[config.mk]
export PLATFORM = sky130hd
export DESIGN_NAME = program_sequencer
export DESIGN_NICKNAME = d
export VERILOG_FILES = /design/src/rtl/program_sequencer.sv
export SDC_FILE = /design/constraint.sdc
export NUM_CORES = 1
export LEC_CHECK = 0
export CAP_MARGIN = 10
export CELL_PAD_IN_SITES_DETAIL_PLACEMENT = 0
export CELL_PAD_IN_SITES_GLOBAL_PLACEMENT = 1
export CORE_MARGIN = 2
export CORE_UTILIZATION = 34
export DETAILED_ROUTE_END_ITERATION = 6
export GPL_TIMING_DRIVEN = 0
export PLACE_DENSITY = 0.73
export SYNTH_ARGS = -nofsm -noshare
export SYNTH_HDL_FRONTEND = slang
export SYNTH_SLANG_ARGS = --single-unit
export TNS_END_PERCENT = 50
[constraint.sdc]
create_clock -name clk -period 2.3 [get_ports clk]
set_clock_uncertainty 0.05 [all_clocks]
set_input_delay 0.46 -clock clk [delete_from_list [all_inputs] [get_ports clk]]
set_output_delay 0.46 -clock clk [all_outputs]
set_load 0.005 [all_outputs]
[src/rtl/program_sequencer.sv]
// program_sequencer
//   Decodes the 16-bit ISA word into register-file / ALU controls and owns
//   the program counter, a RUN/HALTED state machine and a CALL/RET
//   return-address stack with sticky over/underflow detection.
//
// Ports
//   clk, rst             : clock (rising edge), async active-high reset
//   instr, instr_valid   : instruction word at pc and its valid qualifier
//   cond_data            : register-file value addressed by a_addr
//   ext_data             : external switch input (LOAD source)
//   resume               : leave HALTED (level-sampled, ignored on error)
//   pc                   : instruction address
//   dest/b/a_addr        : register fields instr[11:8] / [7:4] / [3:0]
//   write_src_sel        : 1 = imm_data, 0 = ALU result
//   mux_b_sel            : 1 = immediate ALU operand
//   alu_op, write_en     : ALU operation and register write strobe
//   imm_data             : immediate or external data
//   halted, stack_err, sp: state, sticky stack error, stack occupancy
module program_sequencer #(
  parameter int ADDR_W      = 8,
  parameter int DATA_W      = 8,
  parameter int STACK_DEPTH = 4
) (
  input  logic                               clk,
  input  logic                               rst,
  input  logic [15:0]                        instr,
  input  logic                               instr_valid,
  input  logic [DATA_W-1:0]                  cond_data,
  input  logic [DATA_W-1:0]                  ext_data,
  input  logic                               resume,
  output logic [ADDR_W-1:0]                  pc,
  output logic [3:0]                         dest_addr,
  output logic [3:0]                         b_addr,
  output logic [3:0]                         a_addr,
  output logic                               write_src_sel,
  output logic                               mux_b_sel,
  output logic [3:0]                         alu_op,
  output logic                               write_en,
  output logic [DATA_W-1:0]                  imm_data,
  output logic                               halted,
  output logic                               stack_err,
  output logic [$clog2(STACK_DEPTH+1)-1:0]   sp
);

  localparam int SP_W  = $clog2(STACK_DEPTH + 1);
  localparam int IDX_W = (STACK_DEPTH > 1) ? $clog2(STACK_DEPTH) : 1;
  localparam logic [SP_W-1:0] SP_FULL = SP_W'(STACK_DEPTH);

  typedef enum logic {
    RUN    = 1'b0,
    HALTED = 1'b1
  } state_t;

  state_t                  state_q, state_d;
  logic [ADDR_W-1:0]       pc_q, pc_d;
  logic [SP_W-1:0]         sp_q, sp_d;
  logic                    err_q, err_d;
  logic [ADDR_W-1:0]       stack_q [STACK_DEPTH];
  logic [ADDR_W-1:0]       stack_d [STACK_DEPTH];

  logic [3:0]              opcode_s;
  logic                    cond_nz_s;
  logic                    base_we_s;
  logic [ADDR_W-1:0]       pc_inc_s;
  logic [ADDR_W-1:0]       target_s;
  logic [IDX_W-1:0]        push_idx_s;
  logic [IDX_W-1:0]        pop_idx_s;
  logic [DATA_W+7:0]       imm_ext_s;

  assign opcode_s   = instr[15:12];
  assign cond_nz_s  = |cond_data;
  assign pc_inc_s   = pc_q + {{(ADDR_W-1){1'b0}}, 1'b1};   // wraps modulo 2^ADDR_W
  assign target_s   = instr[ADDR_W-1:0];
  assign push_idx_s = sp_q[IDX_W-1:0];
  assign pop_idx_s  = IDX_W'(sp_q - {{(SP_W-1){1'b0}}, 1'b1});
  // Zero-extend first so the slice works for DATA_W both below and above 8.
  assign imm_ext_s  = {{DATA_W{1'b0}}, instr[7:0]};

  assign dest_addr = instr[11:8];
  assign b_addr    = instr[7:4];
  assign a_addr    = instr[3:0];

  // Combinational instruction decode.
  always_comb begin
    base_we_s     = 1'b1;
    alu_op        = 4'b0000;
    write_src_sel = 1'b0;
    mux_b_sel     = 1'b0;
    imm_data      = imm_ext_s[DATA_W-1:0];
    case (opcode_s)
      4'b0000: begin write_src_sel = 1'b1; mux_b_sel = 1'b1; end
      4'b0001: begin write_src_sel = 1'b1; imm_data = ext_data; end
      4'b0010: alu_op = 4'b0001;
      4'b0011: begin alu_op = 4'b0001; base_we_s = cond_nz_s; end
      4'b0100: alu_op = 4'b0010;
      4'b0101: alu_op = 4'b0011;
      4'b0110: alu_op = 4'b0100;
      4'b0111: alu_op = 4'b0101;
      4'b1000: begin alu_op = 4'b0110; mux_b_sel = 1'b1; end
      4'b1001: begin alu_op = 4'b0111; mux_b_sel = 1'b1; end
      4'b1010: alu_op = 4'b1000;
      4'b1011: alu_op = 4'b1001;
      4'b1100, 4'b1101, 4'b1110, 4'b1111: base_we_s = 1'b0;
      default: base_we_s = 1'b0;
    endcase
    // Writes only happen for a consumed instruction while running.
    write_en = base_we_s & instr_valid & (state_q == RUN);
  end

  // Next-state logic for pc, state, stack pointer, stack and error flag.
  always_comb begin
    pc_d    = pc_q;
    sp_d    = sp_q;
    state_d = state_q;
    err_d   = err_q;
    stack_d = stack_q;
    case (state_q)
      RUN: begin
        if (instr_valid) begin
          case (opcode_s)
            4'b1100: begin
              if (instr[11:8] == 4'd0) begin
                if (sp_q != SP_FULL) begin
                  stack_d[push_idx_s] = pc_inc_s;
                  sp_d  = sp_q + {{(SP_W-1){1'b0}}, 1'b1};
                  pc_d  = target_s;
                end else begin
                  err_d   = 1'b1;
                  state_d = HALTED;
                end
              end else if (instr[11:8] == 4'd1) begin
                if (sp_q != {SP_W{1'b0}}) begin
                  sp_d = sp_q - {{(SP_W-1){1'b0}}, 1'b1};
                  pc_d = stack_q[pop_idx_s];
                end else begin
                  err_d   = 1'b1;
                  state_d = HALTED;
                end
              end else begin
                pc_d = pc_inc_s;
              end
            end
            4'b1101: pc_d = target_s;
            4'b1110: state_d = HALTED;
            4'b1111: begin
              if (cond_nz_s) begin
                state_d = HALTED;
              end else begin
                pc_d = pc_inc_s;
              end
            end
            default: pc_d = pc_inc_s;
          endcase
        end else begin
          pc_d = pc_q;
        end
      end
      HALTED: begin
        // A stack error is only cleared by reset, so resume is locked out.
        if (resume && !err_q) begin
          pc_d    = pc_inc_s;
          state_d = RUN;
        end else begin
          state_d = HALTED;
        end
      end
      default: state_d = RUN;
    endcase
  end

  // Control state registers with async reset.
  always_ff @(posedge clk or posedge rst) begin
    if (rst) begin
      state_q <= RUN;
      pc_q    <= {ADDR_W{1'b0}};
      sp_q    <= {SP_W{1'b0}};
      err_q   <= 1'b0;
    end else begin
      state_q <= state_d;
      pc_q    <= pc_d;
      sp_q    <= sp_d;
      err_q   <= err_d;
    end
  end

  // Return-address storage; contents are don't-care after reset.
  always_ff @(posedge clk) begin
    stack_q <= stack_d;
  end

  assign pc        = pc_q;
  assign sp        = sp_q;
  assign stack_err = err_q;
  assign halted    = (state_q == HALTED);

endmodule
### Word-level counts from Yosys, hierarchy flattened

Index checks and enable logic that the tools add are counted.

| storage, ports and cells | value |
|---|---|
| word-level logic and storage cells | 99 |
| bits in latches | 0 |
| memories kept | 0 |
| input port bits | 36 |
| register bits | 45 |
| RAM bits | 0 |
| bits in read-only memories | 0 |
| output and inout bits | 40 |

| cells by class | value |
|---|---|
| eq/ne operators | 26 |
| multiplexer cells | 37 |
| add/sub/neg operators | 3 |
| reductions and logical operators | 17 |
| bitwise gates (word level) | 5 |
| $lt $le $gt $ge | 3 |
| divide/modulo/power cells | 0 |
| shift operators | 0 |
| multiply operators | 0 |

Operators with widths:

| cell | count |
|---|---|
| 8-bit two-way mux | 11 |
| 4-bit one-hot mux with 9 select lines | 1 |
| 32-bit bitwise mux | 1 |
| 4-bit == test (second input constant) | 8 |
| 8-bit one-hot mux with 4 select lines | 1 |
| 6-bit AND reduction | 3 |
| 8-bit binary-select mux with 2-bit select | 1 |
| 8-bit demux with 2-bit select | 1 |
| 4-bit by 3-bit == test with 1-bit output (second input constant) | 4 |
| 8-bit one-hot mux with 2 select lines | 1 |
| 1-bit two-way mux | 13 |
| 3-bit two-way mux | 4 |
| 8-bit by 1-bit adder with 8-bit output (second input constant) | 1 |
| 4-bit by 1-bit == test with 1-bit output (second input constant) | 2 |
| 4-bit by 2-bit == test with 1-bit output (second input constant) | 2 |
| 4-bit logical NOT | 2 |
| 2-bit != test (second input constant) | 4 |
| 8-bit OR reduction | 1 |
| 3-bit greater-or-equal comparator (second input constant) | 2 |
| 3-bit != test (second input constant) | 2 |
| 2-bit inverter with 3-bit output | 2 |
| 5-bit != test (second input constant) | 1 |
| 5-bit AND reduction | 1 |
| 2-bit by 1-bit != test with 1-bit output (second input constant) | 2 |
| 15 further kinds | 20 |

### Depth between registers and ports, before layout

| logic depth | value |
|---|---|
| depth after elaboration | 11 |
| gate-level depth with buffers | 9 |
| gate-level depth less buffers | 7 |

### Worst setup path before layout

Ideal clock, no wire load.

| path | value |
|---|---|
| path type | register -> register |
| start point | reg sp_q[0] (netlist: sp[0]) |
| end point | reg stack_q[0] in the netlist's numbering (enable) |
| clock period less this slack | 2260 ps |
| stages on the path, launching flop included | 7 |
| data arrival time | 1879 ps |
| setup slack | 40 ps |
| data required time | 1918 ps |
| buffers on the path | 2 |
| library setup time | 332 ps |
| path through | dfrtp_1 > buf_2 > inv_1 > ha_1 > clkbuf_1 > a2111oi_2 > and2_1 |

| on the way | value |
|---|---|
| word-level cells in the longest chain between the ends | 2 |

Ends and longest elaborated chain:

| item | RTL line | source |
|---|---|---|
| start, declared | 56 | `logic [SP_W-1:0] sp_q, sp_d;` |
| start signal, assigned | 176 | `sp_q <= {SP_W{1'b0}};` |
| start signal, assigned | 181 | `sp_q <= sp_d;` |
| 3-bit != test | 123 | `if (sp_q != SP_FULL) begin` |
| 5-bit AND reduction (no line) | - |  |
| end signal, assigned | 188 | `stack_q <= stack_d;` |
| end, declared | 58 | `logic [ADDR_W-1:0] stack_q [STACK_DEPTH];` |

Every way passes these cells.
A chain may end at the register's enable or synchronous reset.

### Final worst setup path

| path | value |
|---|---|
| start point | in cond_data[4] |
| end point | out write_en |

| on the way | value |
|---|---|
| word-level cells in the longest chain between the ends | 4 |

Ends and longest elaborated chain:

| item | RTL line | source |
|---|---|---|
| start, declared | 28 | `input logic [DATA_W-1:0] cond_data,` |
| 8-bit OR reduction | 71 | `assign cond_nz_s = \|cond_data;` |
| 1-bit one-hot mux with 2 select lines | 90 | `case (opcode_s)` |
| 1-bit bitwise AND (2 in series) | 107 | `write_en = base_we_s & instr_valid & (state_q == RUN);` |
| end, declared | 38 | `output logic write_en,` |

Every way passes these cells.

==> run metrics <==
Detailed Route Iter0 Violations 60; Ant. Diodes 0; htree depth 2; layout cells sized above 1 0.282; CP Capture Type output port; Worst Setup Start Kind input port; EDFF count, synth 32; Worst Path Required between 1.5 and 2 ns; ys flop type edfxtp_1; synthesized area per cell between 10 and 15 um^2; syn nets around 280; first drt pass iteration count 4; Area Overhead vs Synth 45.1%; Worst-path clk slew around 0.090 ns; Synth warnings 0; WP data arrival roughly 1.8 ns; clk sinks 45; initial core utilization 0.353; Fill cells 740; vias in the first global route around 2300; sequential area share after synthesis 0.466; first-pass GRT wire length 12.0 mm; final wirelength between 7 and 8 mm; Rel. slew slack 0.619; worst min path class input port to async pin; Via Count 2267; CTS tree built; Clock Tree Buf Depth 2; worst slack, placed -1.23 ns; I/O Pins 76; Max-Cap Viols 0; remaining antenna violation count 0; met2 wire len 3.91 mm; Peak VDD IR around 0.33 mV; met3 wire length between 400 and 500 um; Hold Vio Cnt, Final 0; Post-synth ARST share 0.289; Clk Latency, worst-skew pair approximately 0.30 ns; grt ovf 0; die area roughly 9000 um^2; Core Region around 7800 um^2; PwrDens 619 nW/um^2; wire per inst 17.5 um; final hold slack 0.459 ns; Synth Instances around 240; die width 94.1 um; CTS Hold Bufs 0; largest net degree at the start of global routing 17; Tcrit/Tclk final 0.993; vias per inst 5.13; CTS root buffer clkbuf_8; DR DRC count 0; Rows 32; status finished, final reports clean; Netlist Area Pre-Place approximately 2800 um^2; library cells used by synthesis 54; leak pwr ~0.0016 uW; nets approximately 380; fin cells between 400 and 500; setup tns final 0 ns; GPL Wtd Cong approximately 0.77; Total GRT Usage 0.178; total CTS buffers 5; PnR worst setup slack between 0.015 and 0.02 ns; fin crit period between 2 and 2.5 ns; #FFs+latches synth 45; uppermost layer routed met4; worst slew pin tran ~0.57 ns; hpwl dp between 5 and 6 mm; Crit Path Category input port to output port; Max Clk Rate roughly 440 MHz; Final Setup Violations 0; Critical Path Fanout Max 2; Power, Total roughly 2500 uW; Slew Viols, Final 0; Chip Height 94.1 um; RSZ-0062 raised after global routing true; initial antenna violation count 0; port buffer count 74; placed cell count approximately 420; WL met1 about 3.3 mm
logic make-up (layout without fill, tap and decap cells):
| logic type | Yosys count | count (layout) | share of synthesized area |
|---|---|---|---|
| buffers and inverters | 36 | 135 | 0.0703 |
| XOR/XNOR | 11 | 11 | 0.0349 |
| adder cells (fa/ha/maj) | 6 | 6 | 0.0272 |
| AO/OA/AOI/OAI | 43 | 43 | 0.125 |
| flip-flops | 45 | 45 | 0.466 |
| AND/OR/NAND/NOR | 77 | 77 | 0.161 |
| multiplexers | 23 | 23 | 0.115 |
flip-flops by register name (all words and copies together), names as in the netlist:
register,flops
stack_err,1
sp,3
halted,1
pc,8
stack_q,32
final cells by class:
type	count	area, um^2	area share
multi-input cells	160	1370	0.341
flip-flops and latches	45	1290	0.321
repair buffers	93	870	0.217
plain buffers	22	183	0.0456
well taps	102	128	0.0319
clock buffers	5	68.8	0.0172
inverters	12	53.8	0.0134
clock inverters	3	50.0	0.0125
placed cells by master (no fill, tap or decap), drive strengths merged, types with 9 or more instances in the layout:
cell / netlist / routed
clkdlybuf4s50: 0 / 54
buf: 18 / 44
edfxtp: 32 / 32
nand2: 18 / 18
nor2: 14 / 14
dfrtp: 13 / 13
inv: 12 / 12
nand3: 11 / 11
clkbuf: 6 / 10
mux2: 9 / 9
per-stage QoR:
step                       util  cell area [um^2]
after global routing      0.513              4000
after detailed placement  0.465              3630
after floorplan               -              2760
after global placement    0.465              3630
final                     0.513              4000
after CTS                 0.499              3900
per-layer routing:
layer | up-vias | track usage
met2 | 79 | 0.321
met5 | - | 0
met4 | 0 | 0.0362
met1 | 1106 | 0.219
met3 | 4 | 0.0361
li1 | 1078 | -
path summary, 6_finish.rpt:
| path | from | endpoint | slack (ns) | cells past startpoint |
|---|---|---|---|---|
| max reg2reg | sp[0] | pc[4] | 0.18 | 8 |
| min reg2reg | stack_err | stack_err | 0.49 | 1 |
| max in group asynchronous | rst | sp[1] | 1.37 | 2 |
| max | cond_data[4] | write_en | 0.02 | 5 |
| min in group clk | stack_err | stack_err | 0.49 | 1 |
| min | rst | halted | 0.46 | 2 |
cell usage after synthesis, types with 4 or more instances:
cell type | instances | area share
and2_1 | 5 | 0.011
dfrtp_1 | 13 | 0.12
nand3_1 | 11 | 0.020
clkbuf_1 | 6 | 0.0082
buf_4 | 12 | 0.033
mux2_2 | 9 | 0.037
edfxtp_1 | 32 | 0.35
inv_1 | 12 | 0.016
a21oi_1 | 6 | 0.011
xnor2_1 | 8 | 0.025
mux4_2 | 6 | 0.049
and3_1 | 4 | 0.0091
nand2_1 | 18 | 0.024
nor2_1 | 14 | 0.019
buf_2 | 5 | 0.0091
ha_1 | 6 | 0.027
o22ai_1 | 5 | 0.011
mux2i_1 | 8 | 0.029
o21ai_0 | 8 | 0.015
power by group:
part           internal (uW)  switching [uW]  total, uW
logic                    392             344        737
registers               1010            96.5       1100
clock network            334             306        639
total                   1730             747       2480
worst max-delay path, stage by stage:
cell	delay, ns
clkdlybuf4s50_1	0.40
or4_4	0.54
nor3_4	0.14
a31oi_1	0.10
buf_2	0.14
timing repair:
action,in CTS,in global routing
endpoints found under the setup margin,56,54
resized for setup,77,17
buffers inserted,10,9
pin swaps,7,6
(Power assumes the default switching activity.)
==> edit, RTL diff (same flow settings) <==
The parameter `STACK_DEPTH` goes from 4 to 16.
--- a/src/rtl/program_sequencer.sv
+++ b/src/rtl/program_sequencer.sv
@@ -19,7 +19,7 @@
 module program_sequencer #(
   parameter int ADDR_W      = 8,
   parameter int DATA_W      = 8,
-  parameter int STACK_DEPTH = 4
+  parameter int STACK_DEPTH = 16
 ) (
   input  logic                               clk,
   input  logic                               rst,
Interface: changed (resized sp); port bits go from 76 to 78. No check against the original RTL was run, so the function may have changed too.
==> edit against the original RTL <==
The flow now finishes with violations (setup timing); via count rose by 110%; sequential cell count is 98 higher; core utilization shrank 0.76 points; clock power grew to 4.6 times the old value; power rose to 3.4 times the old value; worst hold slack lost 0.080 ns; sequential power rose to 3.1 times the old value; wire length grew to 2.5 times the old value; cell area grew 140%; synthesized cell count is 90% higher; area after synthesis grew 140%; setup slack worse by 0.35 ns.
==> edit: results (changes against the original RTL) <==
- The cell count after placement came to 802 (+92%).
- The estimated wirelength of the detail-placed design came to 12300 um (+120%).
- The total setup violations reported at the end of the flow is 9 (+9).
- The tree is rooted in a sky130_fd_sc_hd__clkbuf_16.
- The routed metal-1 wirelength is 7890 um (+140%).
- The global-route met1 utilization was 23.2% (+1.3 points).
- The routability-driven placement congestion ratio is 0.879 (+15%).
- The xor-xnor portion of the synthesized cell area is 2.53% (-0.96 points).
- The cell count after synthesis is 457 (+90%).
- The worst supply voltage drop on vdd is 544 uV (+65%).
- The average vias per placed instance is 5.25 (+2.4%).
- The worst setup slack before clock tree synthesis is -1.34 ns (-0.105 ns).
- The number of nets at the end of the flow is 656 (+72%).
- The aggregate routed wire length is 19400 um (+150%).
- The CTS H-tree depth is 4 (+2).
- The critical path starts at sp[1].
- The smallest setup slack after layout is -0.335 ns (-0.351 ns).
- By count the netlist is led by 128 x sky130_fd_sc_hd__edfxtp_1, 44 x sky130_fd_sc_hd__nand2_1, 33 x sky130_fd_sc_hd__nor2_1.
- The final reports fail on setup timing.
- The routed length on met2 was 9480 um (+140%).
- The capturing element of the worst setup path is pc[6].
- The final-layout fill cell count is 1593 (+120%).
- The CTS buffer count is 17 (+12).
- The clock-pin slew reported for the worst setup and hold paths after clock tree synthesis came to 0.06 ns (-0.03 ns).
- The met3 global-route usage came to 4.17% (+0.55 points).
- The net count after synthesis came to 499 (+76%).
- The share of post-route cells with drive strength above 1 came to 37.0% (+8.8 points).
- The wire length on met3 is 1390 um (+190%).
- The total track usage is 18.8% (+1.1 points).
- The wire length of the first global-routing pass came to 27900 um (+130%).
- The top fanout value on the critical path came to 7 (+5).
- The number of detailed-routing iterations run before antenna repair is 5 (+1).
- The headroom to the max-slew limit was 41.8% (-20 points).
- Ranked by total cell area, the synthesized netlist is headed by sky130_fd_sc_hd__edfxtp_1 58%, sky130_fd_sc_hd__mux4_2 6.8%, sky130_fd_sc_hd__dfrtp_1 5.7%, sky130_fd_sc_hd__nand2_1 2.5%, sky130_fd_sc_hd__mux4_1 2.4%.
- The cell leakage power is 0.00339 uW (+120%).
- The flow ran to the end, but the final reports show violations.
- The largest net degree at the start of global routing came to 19 (+2).
- The multiplexer fraction of the synthesized cell area is 12.7% (+1.2 points).
- The core occupancy in the finished layout is 50.5% (-0.76 points).
- The area share of fa/ha/maj cells after synthesis is 1.13% (-1.6 points).
- The hold slack is 0.379 ns (-0.0804 ns).
- The compound-cell area share of the yosys netlist is 6.08% (-6.4 points).
-- edit: power by group --
| group | total [uW] | internal, uW | switching, uW | leakage [uW] |
|---|---|---|---|---|
| Sequential | 3390 | 3280 | 107 | 0.00134 |
| Clock | 2950 | 1910 | 1050 | 0.000307 |
| Combinational | 1960 | 849 | 1120 | 0.00175 |
| Total | 8310 | 6040 | 2270 | 0.00339 |
-- edit: repair_timing --
item | in CTS | in global routing
setup buffers | 46 | 14
endpoints found under the setup margin | 169 | 145
cloned | 1 | 0
hold buffers | 0 | 0
gates resized for setup | 119 | 41
pin swaps | 38 | 32
-- edit: final cells by class --
| class | instances | share of cell area (%) |
|---|---|---|
| timing repair buffer | 140 | 15.9 |
| clock buffer | 19 | 4.45 |
| multi-input combinational | 270 | 27.2 |
| buffer | 31 | 3.12 |
| inverter | 11 | 0.553 |
| sequential | 143 | 43.4 |
| tap | 265 | 3.41 |
| clock inverter | 13 | 1.99 |
-- edit: worst max-delay path, cell delays in order (launching register included) --
cell,delay (ns)
sky130_fd_sc_hd__dfrtp_2,0.48
sky130_fd_sc_hd__inv_2,0.15
sky130_fd_sc_hd__ha_4,0.20
sky130_fd_sc_hd__xor2_4,0.20
sky130_fd_sc_hd__buf_12,0.17
sky130_fd_sc_hd__buf_12,0.13
sky130_fd_sc_hd__buf_12,0.10
sky130_fd_sc_hd__mux4_2,0.53
sky130_fd_sc_hd__mux2i_1,0.15
sky130_fd_sc_hd__o211ai_1,0.10
sky130_fd_sc_hd__o211ai_1,0.14
sky130_fd_sc_hd__a31oi_1,0.11
-- edit: metrics by stage --
stage,TNS (ns),cell area (um^2)
after floorplan,-25.69,6850
after global placement,-157.36,7940
after detailed placement,-154.45,7980
after CTS,-5.10,9510
after global routing,-3.41,9740
final,-2.09,9740
